[config.mk]
export PLATFORM = sky130hd
export DESIGN_NAME = cdb_arbiter
export DESIGN_NICKNAME = d
export VERILOG_FILES = /design/src/rtl/cdb_arbiter.sv
export SDC_FILE = /design/constraint.sdc
export NUM_CORES = 1
export LEC_CHECK = 0
export BUFFER_PORTS_ARGS = -buffer_cell sky130_fd_sc_hd__buf_2
export CELL_PAD_IN_SITES_DETAIL_PLACEMENT = 1
export CELL_PAD_IN_SITES_GLOBAL_PLACEMENT = 1
export CORE_UTILIZATION = 43
export DETAILED_ROUTE_END_ITERATION = 8
export PLACE_DENSITY_LB_ADDON = 0.1
export SETUP_SLACK_MARGIN = 0.3
export SLEW_MARGIN = 25
export SYNTH_ARGS = -nofsm -noshare
export SYNTH_HDL_FRONTEND = slang
export SYNTH_SLANG_ARGS = --single-unit
[constraint.sdc]
create_clock -name clk -period 4.5 [get_ports clk]
set_clock_uncertainty 0.1 [all_clocks]
set_input_delay 0.45 -clock clk [delete_from_list [all_inputs] [get_ports clk]]
set_output_delay 0.45 -clock clk [all_outputs]
set_load 0.03 [all_outputs]
[src/rtl/cdb_arbiter.sv]
// cdb_arbiter: per-FU writeback FIFOs feeding a single registered common data bus.
// Round-robin grant over valid FIFO heads, speculative squash/promote on branch resolution.
module cdb_arbiter #(
  parameter int unsigned NUM_FU     = 4,
  parameter int unsigned FIFO_DEPTH = 2,
  parameter int unsigned ISS_W      = 8
) (
  input  logic                     clk,
  input  logic                     reset,
  input  logic [NUM_FU-1:0]        fu_valid_i,
  output logic [NUM_FU-1:0]        fu_ready_o,
  input  logic [5*NUM_FU-1:0]      fu_reg_i,
  input  logic [ISS_W*NUM_FU-1:0]  fu_iss_i,
  input  logic [32*NUM_FU-1:0]     fu_data_i,
  input  logic [NUM_FU-1:0]        fu_spec_i,
  input  logic                     prediction_failed,
  input  logic                     prediction_success,
  output logic                     CDB_EN,
  output logic [4:0]               CDB_REG_ID,
  output logic [31:0]              CDB_ISS_ID,
  output logic [31:0]              CDB_DATA
);

  localparam int unsigned PTR_W = (FIFO_DEPTH > 1) ? $clog2(FIFO_DEPTH) : 1;
  localparam int unsigned CNT_W = $clog2(FIFO_DEPTH) + 1;
  localparam int unsigned FU_W  = (NUM_FU > 1) ? $clog2(NUM_FU) : 1;

  typedef struct packed {
    logic             valid;
    logic             spec;
    logic [4:0]       dest;
    logic [ISS_W-1:0] iss;
    logic [31:0]      data;
  } entry_t;

  entry_t           mem    [NUM_FU][FIFO_DEPTH];
  logic [PTR_W-1:0] rd_ptr [NUM_FU];
  logic [PTR_W-1:0] wr_ptr [NUM_FU];
  logic [CNT_W-1:0] count  [NUM_FU];
  logic [FU_W-1:0]  rr_ptr;

  entry_t           head     [NUM_FU];
  entry_t           wr_entry [NUM_FU];
  logic [NUM_FU-1:0] nonempty;
  logic [NUM_FU-1:0] eligible;
  logic [NUM_FU-1:0] push;
  logic [NUM_FU-1:0] pop;
  logic              grant_vld;
  logic [FU_W-1:0]   grant_idx;
  logic [FU_W:0]     cand;
  logic [FU_W-1:0]   next_rr;
  entry_t            grant_head;

  // Head view, eligibility and ready, all from registered FIFO state
  always_comb begin
    for (int k = 0; k < NUM_FU; k++) begin
      head[k]       = mem[k][rd_ptr[k]];
      nonempty[k]   = (count[k] != '0);
      eligible[k]   = nonempty[k] && head[k].valid;
      fu_ready_o[k] = (count[k] < CNT_W'(FIFO_DEPTH));
    end
  end

  // Round-robin search starting at rr_ptr over eligible heads
  always_comb begin
    grant_vld = 1'b0;
    grant_idx = '0;
    cand      = '0;
    for (int i = 0; i < NUM_FU; i++) begin
      cand = {1'b0, rr_ptr} + (FU_W+1)'(i);
      if (cand >= (FU_W+1)'(NUM_FU)) begin
        cand = cand - (FU_W+1)'(NUM_FU);
      end
      if (!grant_vld && eligible[cand[FU_W-1:0]]) begin
        grant_vld = 1'b1;
        grant_idx = cand[FU_W-1:0];
      end
    end
    grant_head = head[grant_idx];
    next_rr    = (grant_idx == FU_W'(NUM_FU - 1)) ? '0 : grant_idx + 1'b1;
  end

  // Push filter and pop selection: granted head, or a squashed head drained silently
  always_comb begin
    for (int k = 0; k < NUM_FU; k++) begin
      pop[k]  = nonempty[k] &&
                ((grant_vld && (grant_idx == FU_W'(k))) || !head[k].valid);
      push[k] = fu_valid_i[k] && fu_ready_o[k] &&
                (fu_reg_i[5*k +: 5] != 5'd0) &&
                !(fu_spec_i[k] && prediction_failed);
      wr_entry[k].valid = 1'b1;
      wr_entry[k].spec  = fu_spec_i[k] && !prediction_success;
      wr_entry[k].dest  = fu_reg_i[5*k +: 5];
      wr_entry[k].iss   = fu_iss_i[ISS_W*k +: ISS_W];
      wr_entry[k].data  = fu_data_i[32*k +: 32];
    end
  end

  // FIFO storage, pointers and speculative-flag maintenance
  always_ff @(posedge clk) begin
    if (reset) begin
      for (int k = 0; k < NUM_FU; k++) begin
        rd_ptr[k] <= '0;
        wr_ptr[k] <= '0;
        count[k]  <= '0;
        for (int e = 0; e < FIFO_DEPTH; e++) begin
          mem[k][e] <= '0;
        end
      end
    end else begin
      for (int k = 0; k < NUM_FU; k++) begin
        for (int e = 0; e < FIFO_DEPTH; e++) begin
          if (prediction_failed) begin
            if (mem[k][e].spec) begin
              mem[k][e].valid <= 1'b0;
            end
          end else if (prediction_success) begin
            mem[k][e].spec <= 1'b0;
          end
        end
        if (push[k]) begin
          mem[k][wr_ptr[k]] <= wr_entry[k];
          wr_ptr[k]         <= wr_ptr[k] + 1'b1;
        end
        if (pop[k]) begin
          rd_ptr[k] <= rd_ptr[k] + 1'b1;
        end
        count[k] <= count[k] + CNT_W'(push[k]) - CNT_W'(pop[k]);
      end
    end
  end

  // Round-robin pointer and registered CDB broadcast
  always_ff @(posedge clk) begin
    if (reset) begin
      rr_ptr     <= '0;
      CDB_EN     <= 1'b0;
      CDB_REG_ID <= '0;
      CDB_ISS_ID <= '0;
      CDB_DATA   <= '0;
    end else begin
      CDB_EN <= 1'b0;
      if (grant_vld) begin
        rr_ptr <= next_rr;
        if (!(prediction_failed && grant_head.spec)) begin
          CDB_EN     <= 1'b1;
          CDB_REG_ID <= grant_head.dest;
          CDB_ISS_ID <= 32'(grant_head.iss);
          CDB_DATA   <= grant_head.data;
        end
      end
    end
  end

endmodule

[Word level (Yosys, flattened, before mapping)]
Memory sizes are Yosys's and may differ from the RTL's.
Index checks and enable logic that the tools add are counted.
Cells by class
  $lt $le $gt $ge: 25
  bitwise gates (word level): 415
  eq/ne operators: 3
  multiplexer cells: 516
  reductions and logical operators: 67
  add/sub/neg operators: 24
Operators with widths (number)
  two-way mux 47 bit: 16
  two-way mux 1 bit: 472
  bitwise OR 1 bit: 404
  two-way mux 94 bit: 4
  demux 47 bit (select 1 bit): 4
  binary-select mux 47 bit (select 2 bit): 1
  two-way mux 46 bit: 2
  logical AND 1 bit: 40
  two-way mux 2 bit: 13
  nonzero test 5 bit: 4
  greater-or-equal comparator 2 bit (second input constant): 8
  NOT 1 -> 2 bit: 8
  greater-or-equal comparator 3 bit (second input constant): 4
  zero test 1 bit: 12
  < comparator 2 x 3 -> 1 bit (second input constant): 4
  adder 1 bit (second input constant): 8
  adder 2 x 1 -> 2 bit: 4
  binary-select mux 1 bit (select 2 bit): 4
  < comparator 2 x 1 -> 1 bit (second input constant): 4
  < comparator 2 bit (second input constant): 4
  nonzero test 2 bit: 4
  subtractor 2 x 1 -> 2 bit: 4
  subtractor 2 x 1 -> 2 bit (second input constant): 4
  adder 2 x 2 -> 3 bit (second input constant): 2
  11 further kinds: 16
Storage, ports and cells
  bits in registers: 48
  RAM bits: 392
  memories: 4
  output and inout bits: 74
  input bits: 192
  logic and storage cells: 1059
Memories
  mem: words 4, bits a word 94, rd ports 4, clocked after memory_dff 0, write ports 4, RTL line 36  | entry_t mem [NUM_FU][FIFO_DEPTH];
  count: words 4, bits a word 2, rd ports 4, clocked after memory_dff 0, write ports 4, RTL line 39  | logic [CNT_W-1:0] count [NUM_FU];
  rd_ptr: words 4, bits a word 1, rd ports 4, clocked after memory_dff 0, write ports 4, RTL line 37  | logic [PTR_W-1:0] rd_ptr [NUM_FU];
  wr_ptr: words 4, bits a word 1, rd ports 4, clocked after memory_dff 0, write ports 4, RTL line 38  | logic [PTR_W-1:0] wr_ptr [NUM_FU];

[Logic depth before layout (Yosys ltp)]
An unclocked memory read counts as a cell.
  depth after elaboration: 26
  gate-level depth with buffers: 17
  gate-level depth less buffers: 14

[Worst setup path after synthesis]
OpenSTA, ideal clock, no wires.
  path type: input -> register
  start: in prediction_failed
  end: mem mem[1][47] in the netlist's numbering (enable)
  arrival: 4.218 ns
  stages on the path: 4
  slack: -0.331 ns
  library setup time: 0.513 ns
  path buffers: 1
  data required time: 3.887 ns
  cell sequence: clkbuf_1 > nand2_1 > o2111ai_1 > o21ai_0
RTL lines
  start: declaration: RTL line 16  | input logic prediction_failed,
  end: declaration: RTL line 36

==> impl_metrics.ini <==
[yosys]
yosys.cell_types.count = 42
synth.top_cells.by_area = sky130_fd_sc_hd__edfxtp_1, sky130_fd_sc_hd__mux2i_1, sky130_fd_sc_hd__dfxtp_1, sky130_fd_sc_hd__and2_1, sky130_fd_sc_hd__a2111oi_0
postSynthCellCount = 1539
ys_warn_count = 0
synth-edff-count = 382
number_of_flip_flops_and_latches_in_the_synthesized_netlist = 440
synth_top_flop_cell = sky130_fd_sc_hd__edfxtp_1
mappedNetlistArea_mm2 = 0.01991
synth_sequential_area_ratio_pct = 63.44
synth_common_cells = sky130_fd_sc_hd__edfxtp_1, sky130_fd_sc_hd__and2_1, sky130_fd_sc_hd__mux2i_1
synth.top_cell.area_share_pct = 57.61
synthDominantAreaCellType = sky130_fd_sc_hd__edfxtp_1
most_common_cell_in_the_netlist = sky130_fd_sc_hd__edfxtp_1
async_reset_ff_share_pct = 0
average_footprint_of_a_synthesized_cell_um2 = 12.94

[critical_path]
startpoint_of_the_lowest_slack_register_to_register_path = rd_ptr[1]
required_ns = 4.85
worstPathMaxFanout = 32
worstSetupStartpointType = register
arrival_time_of_data_at_the_critical_path_endpoint_ns = 4.21
setup.worst_path.class = reg2reg
ff2ff_setup_slack_ns = 0.65
end_kind = register
crit-reg2reg-capture = count[3][1]
worst_r2r_path_depth = 14

[routing]
number_of_vias_after_detailed_routing = 13141
drt_iter0_markers = 777
detailed_route_vias_per_instance = 5.545
detail_route.first_pass.iterations = 9
postRouteWirelength_um = 55730
remaining_drc_errors = 0
drt.antenna.violating_nets = 0
wire_per_inst_um = 23.51

[run_status]
status = finished clean

[power_and_ir_drop]
vdd_drop_max_uv = 323.4
p_per_area_mw_per_mm2 = 585.7
leakage_component_of_the_power_nw = 9.214

[final_layout]
synthToLayoutAreaGrowth_pct = 15.70
finalCoreUtilization_pct = 50.66
final_layout_size_suffix_gt1_share_pct = 20.41
layout.nets = 1933
nFillCells = 4693
layout.cell_area.non_filler_mm2 = 0.02304

[global_route]
grt-ovfl-total = 0
antenna_found_initial = 6
grt_first_pass_wirelength_um = 83300
number_of_global_route_vias_before_repair = 13502
grt_use_total_pct = 23.65
largest_net_degree_at_the_start_of_global_routing = 105

[floorplanning]
start_util_pct = 43.79
fp.dieW_um = 217.2
std_cell_rows = 78
fp.dieH_um = 217.2
core-area_mm2 = 0.04548
ioPinCount = 266
floorplan.die_area_mm2 = 0.04717

[clock_network]
htree_levels = 2
post_cts_resized = 0
post_cts.repair.setup_buffers = 0
tritoncts_clock_tree = built
clk_pin_slew_ns = 0.06
cts.path.max_buffers = 3
cts_hold_buf = 0
insertion_delay_ns = 0.58
clkSinkCount = 440
root_buf_cell = sky130_fd_sc_hd__clkbuf_16
cts_buffers = 47

[timing]
maxSlewHeadroom_pct = 23.04
worst_slew_pin_slew_ns = 1.125
finalHoldViolations = 0
final_worst_slack_ns = 0.6451
setup_viol = 0
finalMaxSlewViolations = 0
hold-worst-slack_ns = 0.06380
timing.setup.tns_ns = 0
layout_min_cycle_time_ns = 3.855
achievable-frequency_mhz = 259.4
layout_worst_path_cycle_share_pct = 85.66
rsz_0062_raised_after_global_routing = no

[place]
post-dp-hpwl_um = 36880
placement.setup.worst_slack_ns = 0.6686
quantity_of_i_o_buffers_inserted_on_ports = 241
placedInstanceArea_mm2 = 0.02164
weighted_congestion_at_the_end_of_routability_driven_global_placement = 0.8234

[hold_path]
hold_path_depth = 2
hold_endpoint = mem[2][64]
hold_class = in2reg
hold_path.startpoint = fu_data_i[81]

[run]
cap_violations = 0
cell usage in the layout (no fill, tap or decap), types with 11 or more instances in the layout:
cell / count
sky130_fd_sc_hd__a2111oi_0: 90
sky130_fd_sc_hd__a211oi_1: 91
sky130_fd_sc_hd__and2_1: 182
sky130_fd_sc_hd__and3_1: 90
sky130_fd_sc_hd__buf_2: 241
sky130_fd_sc_hd__buf_4: 29
sky130_fd_sc_hd__clkbuf_1: 15
sky130_fd_sc_hd__clkbuf_16: 49
sky130_fd_sc_hd__clkinv_1: 11
sky130_fd_sc_hd__clkinv_2: 11
sky130_fd_sc_hd__conb_1: 24
sky130_fd_sc_hd__dfxtp_1: 58
sky130_fd_sc_hd__edfxtp_1: 382
sky130_fd_sc_hd__inv_1: 24
sky130_fd_sc_hd__mux2i_1: 142
sky130_fd_sc_hd__nand2_1: 66
sky130_fd_sc_hd__nor2_1: 19
sky130_fd_sc_hd__nor2b_1: 94
sky130_fd_sc_hd__o21ai_0: 31
sky130_fd_sc_hd__o21ai_1: 22
where the power goes:
group / leakage [nW] / internal [W] / switching [W]
Clock: 0.691 / 0.00202 / 0.00158
Combinational: 4.06 / 0.00142 / 0.00308
Sequential: 4.46 / 0.00511 / 0.000290
Total: 9.21 / 0.00855 / 0.00494
critical path, cell delays in order, from the launching register on:
cell	delay [ns]
sky130_fd_sc_hd__edfxtp_1	0.40
sky130_fd_sc_hd__mux2i_1	0.38
sky130_fd_sc_hd__o221a_1	0.27
sky130_fd_sc_hd__o32a_2	0.55
sky130_fd_sc_hd__or2_4	0.37
sky130_fd_sc_hd__inv_1	0.09
sky130_fd_sc_hd__ha_1	0.20
sky130_fd_sc_hd__o21ai_0	0.34
sky130_fd_sc_hd__inv_1	0.09
sky130_fd_sc_hd__ha_1	0.29
sky130_fd_sc_hd__inv_1	0.04
sky130_fd_sc_hd__ha_1	0.20
sky130_fd_sc_hd__xnor2_1	0.20
sky130_fd_sc_hd__xnor2_1	0.14
sky130_fd_sc_hd__nor2_1	0.05
logic make-up after synthesis:
family                     Yosys count  share of synthesized area, %
and+or+nand+nor                    491                         14.31
DFF                                440                         63.44
AOI/OAI and AO/OA                  265                         9.808
buffers and inverters              179                         4.122
muxes                              146                         7.383
adders and majority gates            9                        0.5655
xor gates and xnor gates             8                        0.3519
other                                1                       0.01883
layer usage:
metal	GRT usage [%]	up-vias	share of wire (%)
met4	4.812	2	1.4
met3	4.123	55	5.5
met1	34.91	6634	47
met5	0	-	0.023
li1	-	6106	-
met2	36.52	344	46
state kept, by name, summed over array words and instances, names as in the netlist:
| register | count |
|---|---|
| mem | 376 |
| CDB_ISS_ID | 8 |
| CDB_EN | 1 |
| wr_ptr | 4 |
| rr_ptr | 2 |
| count | 8 |
| rd_ptr | 4 |
| CDB_REG_ID | 5 |
| CDB_DATA | 32 |
per-stage QoR:
stage / std cells / power (W)
after global routing: 2369 / 0.01411
final: 2370 / 0.01349
after floorplan: 1562 / 0.008457
after global placement: 2283 / 0.009899
after detailed placement: 2283 / 0.009999
after CTS: 2369 / 0.01359
final cells by class:
cell class / count / area (um2) / area share (%)
Antenna cell: 1 / 2.502 / 0.01086
Clock inverter: 20 / 87.58 / 0.3801
Multi-Input combinational cell: 943 / 6663 / 28.92
Inverter: 26 / 98.84 / 0.4290
Tap cell: 600 / 750.7 / 3.258
Timing Repair Buffer: 274 / 1495 / 6.490
Clock buffer: 66 / 1310 / 5.686
Sequential cell: 440 / 12630 / 54.83
how the worst max path moves through the flow:
stage                            from     endpoint  slack (ns)  depth (start not counted)
floorplan           prediction_failed   mem[1][47]        0.91                          4
global placement            rd_ptr[3]  count[3][1]        0.87                         14
detailed placement          rd_ptr[3]  count[3][1]        0.67                         14
CTS                         rd_ptr[1]  count[3][1]        0.65                         14
global route                rd_ptr[3]  count[3][1]        0.40                         14
finish                      rd_ptr[1]  count[3][1]        0.65                         14
Power figures use the tool's default switching activity.
